<file path="config.mk">
export PLATFORM = sky130hd
export DESIGN_NAME = eth_fll_cfg_ctrl
export DESIGN_NICKNAME = d
export VERILOG_FILES = /design/src/rtl/eth_fll_cfg_ctrl.sv
export SDC_FILE = /design/constraint.sdc
export NUM_CORES = 1
export LEC_CHECK = 0
export ABC_AREA = 0
export BUFFER_PORTS_ARGS = -buffer_cell sky130_fd_sc_hd__buf_4
export CAP_MARGIN = 20
export CORE_MARGIN = 4
export CORE_UTILIZATION = 37
export CTS_BUF_LIST = sky130_fd_sc_hd__clkbuf_4
export DETAILED_ROUTE_END_ITERATION = 8
export PLACE_DENSITY = 0.71
export SLEW_MARGIN = 20
export SYNTH_ARGS = -nofsm -noshare
export SYNTH_HDL_FRONTEND = slang
export SYNTH_SLANG_ARGS = --single-unit
</file>
<file path="constraint.sdc">
create_clock -name clk_i -period 3.72 [get_ports clk_i]
set_input_delay 0.186 -clock clk_i [delete_from_list [all_inputs] [get_ports clk_i]]
set_output_delay 0.186 -clock clk_i [all_outputs]
set_load 0.02 [all_outputs]
</file>
<file path="src/rtl/eth_fll_cfg_ctrl.sv">
// Boot-time configuration sequencer for the Ethernet 125 MHz FLL: writes two config
// registers, polls the status lock bit with a timeout, then arbitrates software access.
module eth_fll_cfg_ctrl #(
    parameter int AddrWidth     = 2,
    parameter int DataWidth     = 32,
    parameter int LockBit       = 31,
    parameter int PollGap       = 8,
    parameter int TimeoutCycles = 4096
) (
    input  logic                 clk_i,
    input  logic                 rst_ni,
    input  logic [DataWidth-1:0] cfg1_i,
    input  logic [DataWidth-1:0] cfg2_i,
    input  logic                 relock_i,
    output logic                 cfg_req_o,
    input  logic                 cfg_ack_i,
    output logic [AddrWidth-1:0] cfg_addr_o,
    output logic [DataWidth-1:0] cfg_wdata_o,
    output logic                 cfg_we_no,
    input  logic [DataWidth-1:0] cfg_rdata_i,
    input  logic                 sw_req_i,
    input  logic                 sw_we_i,
    input  logic [AddrWidth-1:0] sw_addr_i,
    input  logic [DataWidth-1:0] sw_wdata_i,
    output logic                 sw_gnt_o,
    output logic [DataWidth-1:0] sw_rdata_o,
    output logic                 locked_o,
    output logic                 busy_o,
    output logic                 error_o
);
    localparam int GapW = (PollGap > 1) ? $clog2(PollGap) : 1;
    localparam int TmoW = $clog2(TimeoutCycles + 1);
    localparam logic [GapW-1:0] GapLast = GapW'(PollGap - 1);
    localparam logic [TmoW-1:0] TmoMax  = TmoW'(TimeoutCycles);

    typedef enum logic [2:0] {
        ST_W1, ST_W2, ST_POLL_RD, ST_POLL_GAP, ST_LOCKED, ST_ERROR, ST_SW
    } state_t;

    state_t               r_state, w_state_next;
    logic                 r_req, w_req_next;
    logic [AddrWidth-1:0] r_addr, w_addr_next;
    logic [DataWidth-1:0] r_wdata, w_wdata_next;
    logic                 r_we_n, w_we_n_next;
    logic                 r_gnt, w_gnt_next;
    logic [DataWidth-1:0] r_rdata, w_rdata_next;
    logic                 r_locked, w_locked_next;
    logic                 r_error, w_error_next;
    logic                 r_busy, w_busy_next;
    logic [GapW-1:0]      r_gap_cnt, w_gap_next;
    logic [TmoW-1:0]      r_tmo_cnt, w_tmo_next;
    logic                 r_from_locked, w_from_locked_next;
    logic                 w_timed_out;

    always_ff @(posedge clk_i) begin
        if (!rst_ni) begin
            r_state       <= ST_W1;
            r_req         <= 1'b0;
            r_addr        <= '0;
            r_wdata       <= '0;
            r_we_n        <= 1'b1;
            r_gnt         <= 1'b0;
            r_rdata       <= '0;
            r_locked      <= 1'b0;
            r_error       <= 1'b0;
            r_busy        <= 1'b0;
            r_gap_cnt     <= '0;
            r_tmo_cnt     <= '0;
            r_from_locked <= 1'b0;
        end else begin
            r_state       <= w_state_next;
            r_req         <= w_req_next;
            r_addr        <= w_addr_next;
            r_wdata       <= w_wdata_next;
            r_we_n        <= w_we_n_next;
            r_gnt         <= w_gnt_next;
            r_rdata       <= w_rdata_next;
            r_locked      <= w_locked_next;
            r_error       <= w_error_next;
            r_busy        <= w_busy_next;
            r_gap_cnt     <= w_gap_next;
            r_tmo_cnt     <= w_tmo_next;
            r_from_locked <= w_from_locked_next;
        end
    end

    assign w_timed_out = (r_tmo_cnt == TmoMax);

    always_comb begin
        w_state_next       = r_state;
        w_req_next         = r_req;
        w_addr_next        = r_addr;
        w_wdata_next       = r_wdata;
        w_we_n_next        = r_we_n;
        w_gnt_next         = 1'b0;
        w_rdata_next       = r_rdata;
        w_gap_next         = r_gap_cnt;
        w_tmo_next         = r_tmo_cnt;
        w_from_locked_next = r_from_locked;

        // A request is only raised when r_req is low, which guarantees the idle cycle after each ack.
        unique case (r_state)
            ST_W1: begin
                if (!r_req) begin
                    w_req_next   = 1'b1;
                    w_addr_next  = AddrWidth'(1);
                    w_wdata_next = cfg1_i;
                    w_we_n_next  = 1'b0;
                end else if (cfg_ack_i) begin
                    w_req_next   = 1'b0;
                    w_state_next = ST_W2;
                end
            end
            ST_W2: begin
                if (!r_req) begin
                    w_req_next   = 1'b1;
                    w_addr_next  = AddrWidth'(2);
                    w_wdata_next = cfg2_i;
                    w_we_n_next  = 1'b0;
                end else if (cfg_ack_i) begin
                    w_req_next   = 1'b0;
                    w_tmo_next   = '0;
                    w_state_next = ST_POLL_RD;
                end
            end
            ST_POLL_RD: begin
                if (!w_timed_out) w_tmo_next = r_tmo_cnt + 1'b1;
                if (!r_req) begin
                    if (w_timed_out) begin
                        w_state_next = ST_ERROR;
                    end else begin
                        w_req_next  = 1'b1;
                        w_addr_next = '0;
                        w_we_n_next = 1'b1;
                    end
                end else if (cfg_ack_i) begin
                    w_req_next = 1'b0;
                    w_gap_next = '0;
                    // Lock reported on the final read beats the timeout.
                    if (cfg_rdata_i[LockBit])  w_state_next = ST_LOCKED;
                    else if (w_timed_out)      w_state_next = ST_ERROR;
                    else                       w_state_next = ST_POLL_GAP;
                end
            end
            ST_POLL_GAP: begin
                if (!w_timed_out) w_tmo_next = r_tmo_cnt + 1'b1;
                if (w_timed_out)               w_state_next = ST_ERROR;
                else if (r_gap_cnt == GapLast) w_state_next = ST_POLL_RD;
                else                           w_gap_next   = r_gap_cnt + 1'b1;
            end
            ST_LOCKED, ST_ERROR: begin
                // Ignore sw_req_i during the grant cycle so a held request is not served twice.
                if (relock_i) begin
                    w_state_next = ST_W1;
                end else if (sw_req_i && !r_gnt) begin
                    w_state_next       = ST_SW;
                    w_from_locked_next = (r_state == ST_LOCKED);
                    w_addr_next        = sw_addr_i;
                    w_wdata_next       = sw_wdata_i;
                    w_we_n_next        = !sw_we_i;
                end
            end
            ST_SW: begin
                if (!r_req) begin
                    w_req_next = 1'b1;
                end else if (cfg_ack_i) begin
                    w_req_next   = 1'b0;
                    w_gnt_next   = 1'b1;
                    if (r_we_n) w_rdata_next = cfg_rdata_i;
                    w_state_next = r_from_locked ? ST_LOCKED : ST_ERROR;
                end
            end
            default: w_state_next = ST_W1;
        endcase

        w_busy_next   = (w_state_next != ST_LOCKED) && (w_state_next != ST_ERROR);
        w_locked_next = (w_state_next == ST_LOCKED) || ((w_state_next == ST_SW) && w_from_locked_next);
        w_error_next  = (w_state_next == ST_ERROR) || ((w_state_next == ST_SW) && !w_from_locked_next);
    end

    assign cfg_req_o   = r_req;
    assign cfg_addr_o  = r_addr;
    assign cfg_wdata_o = r_wdata;
    assign cfg_we_no   = r_we_n;
    assign sw_gnt_o    = r_gnt;
    assign sw_rdata_o  = r_rdata;
    assign locked_o    = r_locked;
    assign busy_o      = r_busy;
    assign error_o     = r_error;

endmodule

</file>
* After elaboration in Yosys (flattened, before gate mapping)
Cells that the tools add are included.
Word-level totals: register bits after elaboration 92, latch bits 0, memory bits (writable) 0, ROM bits 0, output and inout port bits 72, logic and storage cells 122, memories 0
Operators by class: add/subtract/negate cells 2, multiply operators 0, div/mod/pow operators 0, $lt $le $gt $ge 0, eq/ne operators 27, shift-type cells 0, mux-type cells 53, bitwise operators 0, reduce and logical (&&, ||, !) cells 27
Operators by type and width (number):
- 32-bit 2-to-1 mux | 4
- 32-bit one-hot mux with 3 select lines | 1
- 3-bit 2-to-1 mux | 19
- 13-bit 2-to-1 mux | 3
- 2-bit != test (second input constant) | 14
- 13-bit one-hot mux with 2 select lines | 1
- 3-bit equality test (second input constant) | 7
- 3-bit one-hot mux with 6 select lines | 1
- 1-bit 2-to-1 mux | 14
- 13-bit by 1-bit adder with 13-bit output (second input constant) | 1
- 13-bit equality test (second input constant) | 1
- 2-bit 2-to-1 mux | 6
- 5-bit AND reduction | 2
- 2-bit one-hot mux with 4 select lines | 1
- 4-bit AND reduction | 2
- 7-bit AND reduction | 1
- 3-bit by 2-bit equality test with 1-bit output (second input constant) | 2
- 3-bit != test (second input constant) | 2
- 3-bit one-hot mux with 2 select lines | 1
- 6-bit AND reduction | 1
- 2-bit nonzero test | 3
- 3-bit nonzero test | 2
- 2-bit OR reduction | 3
- 1-bit logical AND | 4
- other kinds (10) | 13

* Longest topological paths before layout
word-level depth 9, mapped depth 8

* Least setup slack after synthesis
OpenSTA, ideal clock, no wires.
path type reg-to-reg, from register r_req, in the netlist cfg_req_o, to register r_rdata[12], in the netlist sw_rdata_o[12], setup time 122 ps, arrival time 1554 ps, required time 3598 ps, path slack 2044 ps, cell stages (with the launch flop) 8, period minus slack after synthesis 1676 ps, path through dfxtp_1 > buf_2 > nand2_2 > or3_1 > clkbuf_1 > buf_2 > nand2_1 > a21boi_0
On the way: longest elaborated chain between the ends 1
Ends and longest elaborated chain:
- from (decl) | line 41 | logic r_req, w_req_next;
- from (signal assigned) | line 72 | r_req <= w_req_next;
- 4-bit AND reduction (no line)
- to (signal assigned) | line 77 | r_rdata <= w_rdata_next;
- to (decl) | line 46 | logic [DataWidth-1:0] r_rdata, w_rdata_next;
No other way between the ends. A chain may end at the register's enable or synchronous reset.

* Worst setup path after layout
from register r_state[1], to register r_rdata[27], in the netlist sw_rdata_o[27]
On the way: longest elaborated chain between the ends 2
Ends and longest elaborated chain:
- from (decl) | line 40 | state_t r_state, w_state_next;
- from (signal assigned) | line 71 | r_state <= w_state_next;
- 3-bit equality test | line 102 | unique case (r_state)
- 4-bit AND reduction (no line)
No other way between the ends.

==> impl_metrics.csv <==
group,metric,value,unit
yosys,synth-edff-count,0,
global_routing,grt_pass1_vias,4681,
yosys,synthAdderAreaFrac,1.073,%
yosys,synth-simple-area-share,25.72,%
placement,place_hpwl,10.24,mm
yosys,ys_ff_latch,92,
critical_path,cp_max_fo,56,
power_and_ir_drop,leakage,0.002859,µW
sta,slew_headroom,31.11,%
sta,worst_pin_slew,1033,ps
drt,postRouteAntennaNets,0,
power_and_ir_drop,pwr_density_cell,323.4,mW/mm²
floorplanning,die_w,120.3,µm
yosys,synthFlopType,"dfxtp_1",
yosys,synth.distinct_cells,60,
yosys,synth_nets,728,
global_routing,grt_overflow,0,
finish,nNetsFinal,940,
global_routing,grt_max_degree,88,
drt,drt_wl_total,14.31,mm
yosys,netlist_instances,588,
drt,via_count,4907,
yosys,yosys_warnings,0,
clock_network,h-tree-depth,3,
placement,numPortBuffers,207,
yosys,synth_xor_area_share,1.502,%
sta,period_minus_slack,2578,ps
critical_path,cp_data_arrival_time,2910,ps
global_routing,antenna_found_initial,0,
hold_path,hp-class,"input port to register",
sta,hold_viol,0,
finish,final_cells,973,
drt,dr.pass1.iters,4,
drt,viasPerCell,5.043,
power_and_ir_drop,ir_worst_vdd,0.2032,mV
yosys,synthesis.area,0.004664,mm²
sta,skew,16.49,ps
clock_network,root_buffer,"clkbuf_4",
global_routing,grt_use_total,18.89,%
floorplanning,core-area,0.01216,mm²
drt,wl_per_cell,14.70,µm
floorplanning,rows,40,
critical_path,criticalPathCategory,"register to register",
yosys,avgSynthCellArea,7.933,µm²
drt,initialDrtViolationCount,286,
yosys,synth_mux_area_share,0.8584,%
clock_network,cts_sinks,92,
critical_path,cp-start-kind,"register",
placement,place_inst,924,
status,status,"complete, no violations",
critical_path,cp_slowest_cell,"dfxtp_2",
clock_network,cts_buffers,9,
floorplanning,pin_count,208,
yosys,yosysSeqAreaShare,39.48,%
sta,tns,0,ps
clock_network,post_cts_buffers,0,
global_routing,grt_pass1_wl,22.58,mm
sta,fin_crit_sh,69.31,%
drt,drc_errors,0,
sta,fmax,387.9,MHz
critical_path,endpoint_kind,"register",
critical_path,max_stage_delay,990,ps
clock_network,clk_pin_slew,150,ps
critical_path,crit_family,"simple AND/OR/NAND/NOR gates",
sta,rsz0062_at_grt,"false",
floorplanning,die-area,0.01447,mm²
critical_path,crit_top_cell,"nand2_1",
placement,gp_congestion,0.8571,
sta,final-setup-viol-count,0,
run,maxCapViolCount,0,
critical_path,critPathBufInv,0,
finish,syn_to_final_growth,45.17,%
clock_network,clockBufferDepth,2,
clock_network,worstSkewPairLatency,450,ps
critical_path,crit_chain,"nand2_1 -> or3_1 -> nand2_1 -> a21boi_0",
floorplanning,die_height,120.3,µm
finish,diodes,0,
yosys,synth_compound_area_share,25.89,%
yosys,synth_top_family_by_area,"compound AO/OA/AOI/OAI gates",
floorplanning,initial_core_util,38.35,%
clock_network,cts_tree,"done",
finish,drive_gt1_share,31.18,%
sta,slew_violations,0,
yosys,async_reset_ff_share,0,%
critical_path,cp.required,4050,ps
-- area by class of cell --
type / count / area, µm²
fill: 1102 / 5390
multi-input combinational: 445 / 2580
timing repair buffer: 244 / 1919
sequential: 92 / 1844
tap: 168 / 210.2
clock inverter: 7 / 120.1
clock buffer: 9 / 67.56
inverter: 8 / 30.03
-- final timing paths --
path / cells past startpoint / slack [ps] / startpoint / end
max: 4 / 1140 / r_state[1]$_SDFF_PN0_ / sw_rdata_o[27]$_SDFFE_PN0P_
min: 5 / 110 / cfg1_i[16] / cfg_wdata_o[16]$_SDFFE_PN0P_
max reg2reg: 4 / 1140 / r_state[1]$_SDFF_PN0_ / sw_rdata_o[27]$_SDFFE_PN0P_
min reg2reg: 2 / 460 / sw_rdata_o[7]$_SDFFE_PN0P_ / sw_rdata_o[7]$_SDFFE_PN0P_
-- sequential cells by signal (all words and copies together), names as in the netlist --
register / count
busy_o: 1
cfg_addr_o: 2
cfg_req_o: 1
cfg_wdata_o: 32
cfg_we_no: 1
error_o: 1
locked_o: 1
r_from_locked: 1
r_gap_cnt: 3
r_state: 3
r_tmo_cnt: 13
sw_gnt_o: 1
sw_rdata_o: 32
-- tightest hold or removal path, delay by kind of cell --
| family | cells | cell delay (ps) |
|---|---|---|
| buf+inv | 1 | 110 |
| compound gates | 2 | 130 |
| simple gates | 2 | 100 |
-- cells in the mapped netlist (2+ instances only) --
library cell    n  area (µm²)
buf_4           3       22.52
xor2_1          7       61.31
and3_2          2       15.01
o21ai_0        44       220.2
nand4_1         7       43.79
a21boi_0       60       450.4
nand4b_1        3       26.28
nor2b_1        10       62.56
buf_2          24       120.1
o22ai_1         2       12.51
nand2_1       178       668.1
dfxtp_1        92        1842
nor3_1          4       20.02
nor4_1          3       18.77
a21boi_1       13       97.59
buf_6           3       33.78
or3_1           2       12.51
nor2_1         12       45.04
a31oi_1         2       12.51
or2_2           2       12.51
nand2b_1        7       43.79
and3_1          2       12.51
clkbuf_1       13       48.80
inv_1           7       26.28
nor3b_1         2       15.01
a21oi_1         2       10.01
a211oi_1        2       15.01
a22oi_1        35       262.8
nand3_1         8       40.04
ha_1            4       50.05
mux2i_1         4       40.04
-- layer usage --
layer / GRT usage (%) / vias up / routed length, µm
li1: - / 2448 / -
met1: 22.73 / 2253 / 5967
met2: 32.98 / 194 / 7050
met3: 6.221 / 12 / 1170
met4: 3.966 / 0 / 116
met5: 0 / - / 0
-- timing repair --
action / in CTS / in global routing
hold endpoints to repair: 32 / 0
resized for setup: 0 / 0
hold buffers: 32 / 0
-- cells by family after synthesis --
| kind of cell | Yosys count |
|---|---|
| xor+xnor | 8 |
| simple gates | 258 |
| flops | 92 |
| mux | 4 |
| compound gates | 171 |
| fa+ha+maj | 4 |
| buf+inv | 51 |
-- layout by cell type (no fill, tap or decap), drive strengths merged, types with 7 or more instances in the layout --
cell and instances:
buf 212, nand2 179, dfxtp 92, a21boi 73
o21ai 44, a22oi 35, dlygate4sd3 32, nor2 13
nor2b 10, inv 10, clkbuf 9, nand3 9
nand4 8, nand2b 7, xor2 7
-- power breakdown --
group	internal (µW)	switching (µW)	total (µW)
Combinational	227	217	444
Clock	344	346	690
Sequential	1020	30.7	1060
-- through the flow --
step	area (µm²)	util, %	worst slack [ps]	power [µW]	hold slack, ps
final	6771	55.68	1142	2190	106.9
after global routing	6771	55.68	940.7	2300	88.23
after CTS	6756	55.56	1053	2218	63.46
after detailed placement	6248	51.38	1074	1496	447.3
after global placement	6248	51.38	1267	1490	434.8
after floorplan	4664	-	2044	1282	320.9
No activity file was read; power rests on OpenSTA's default activity.
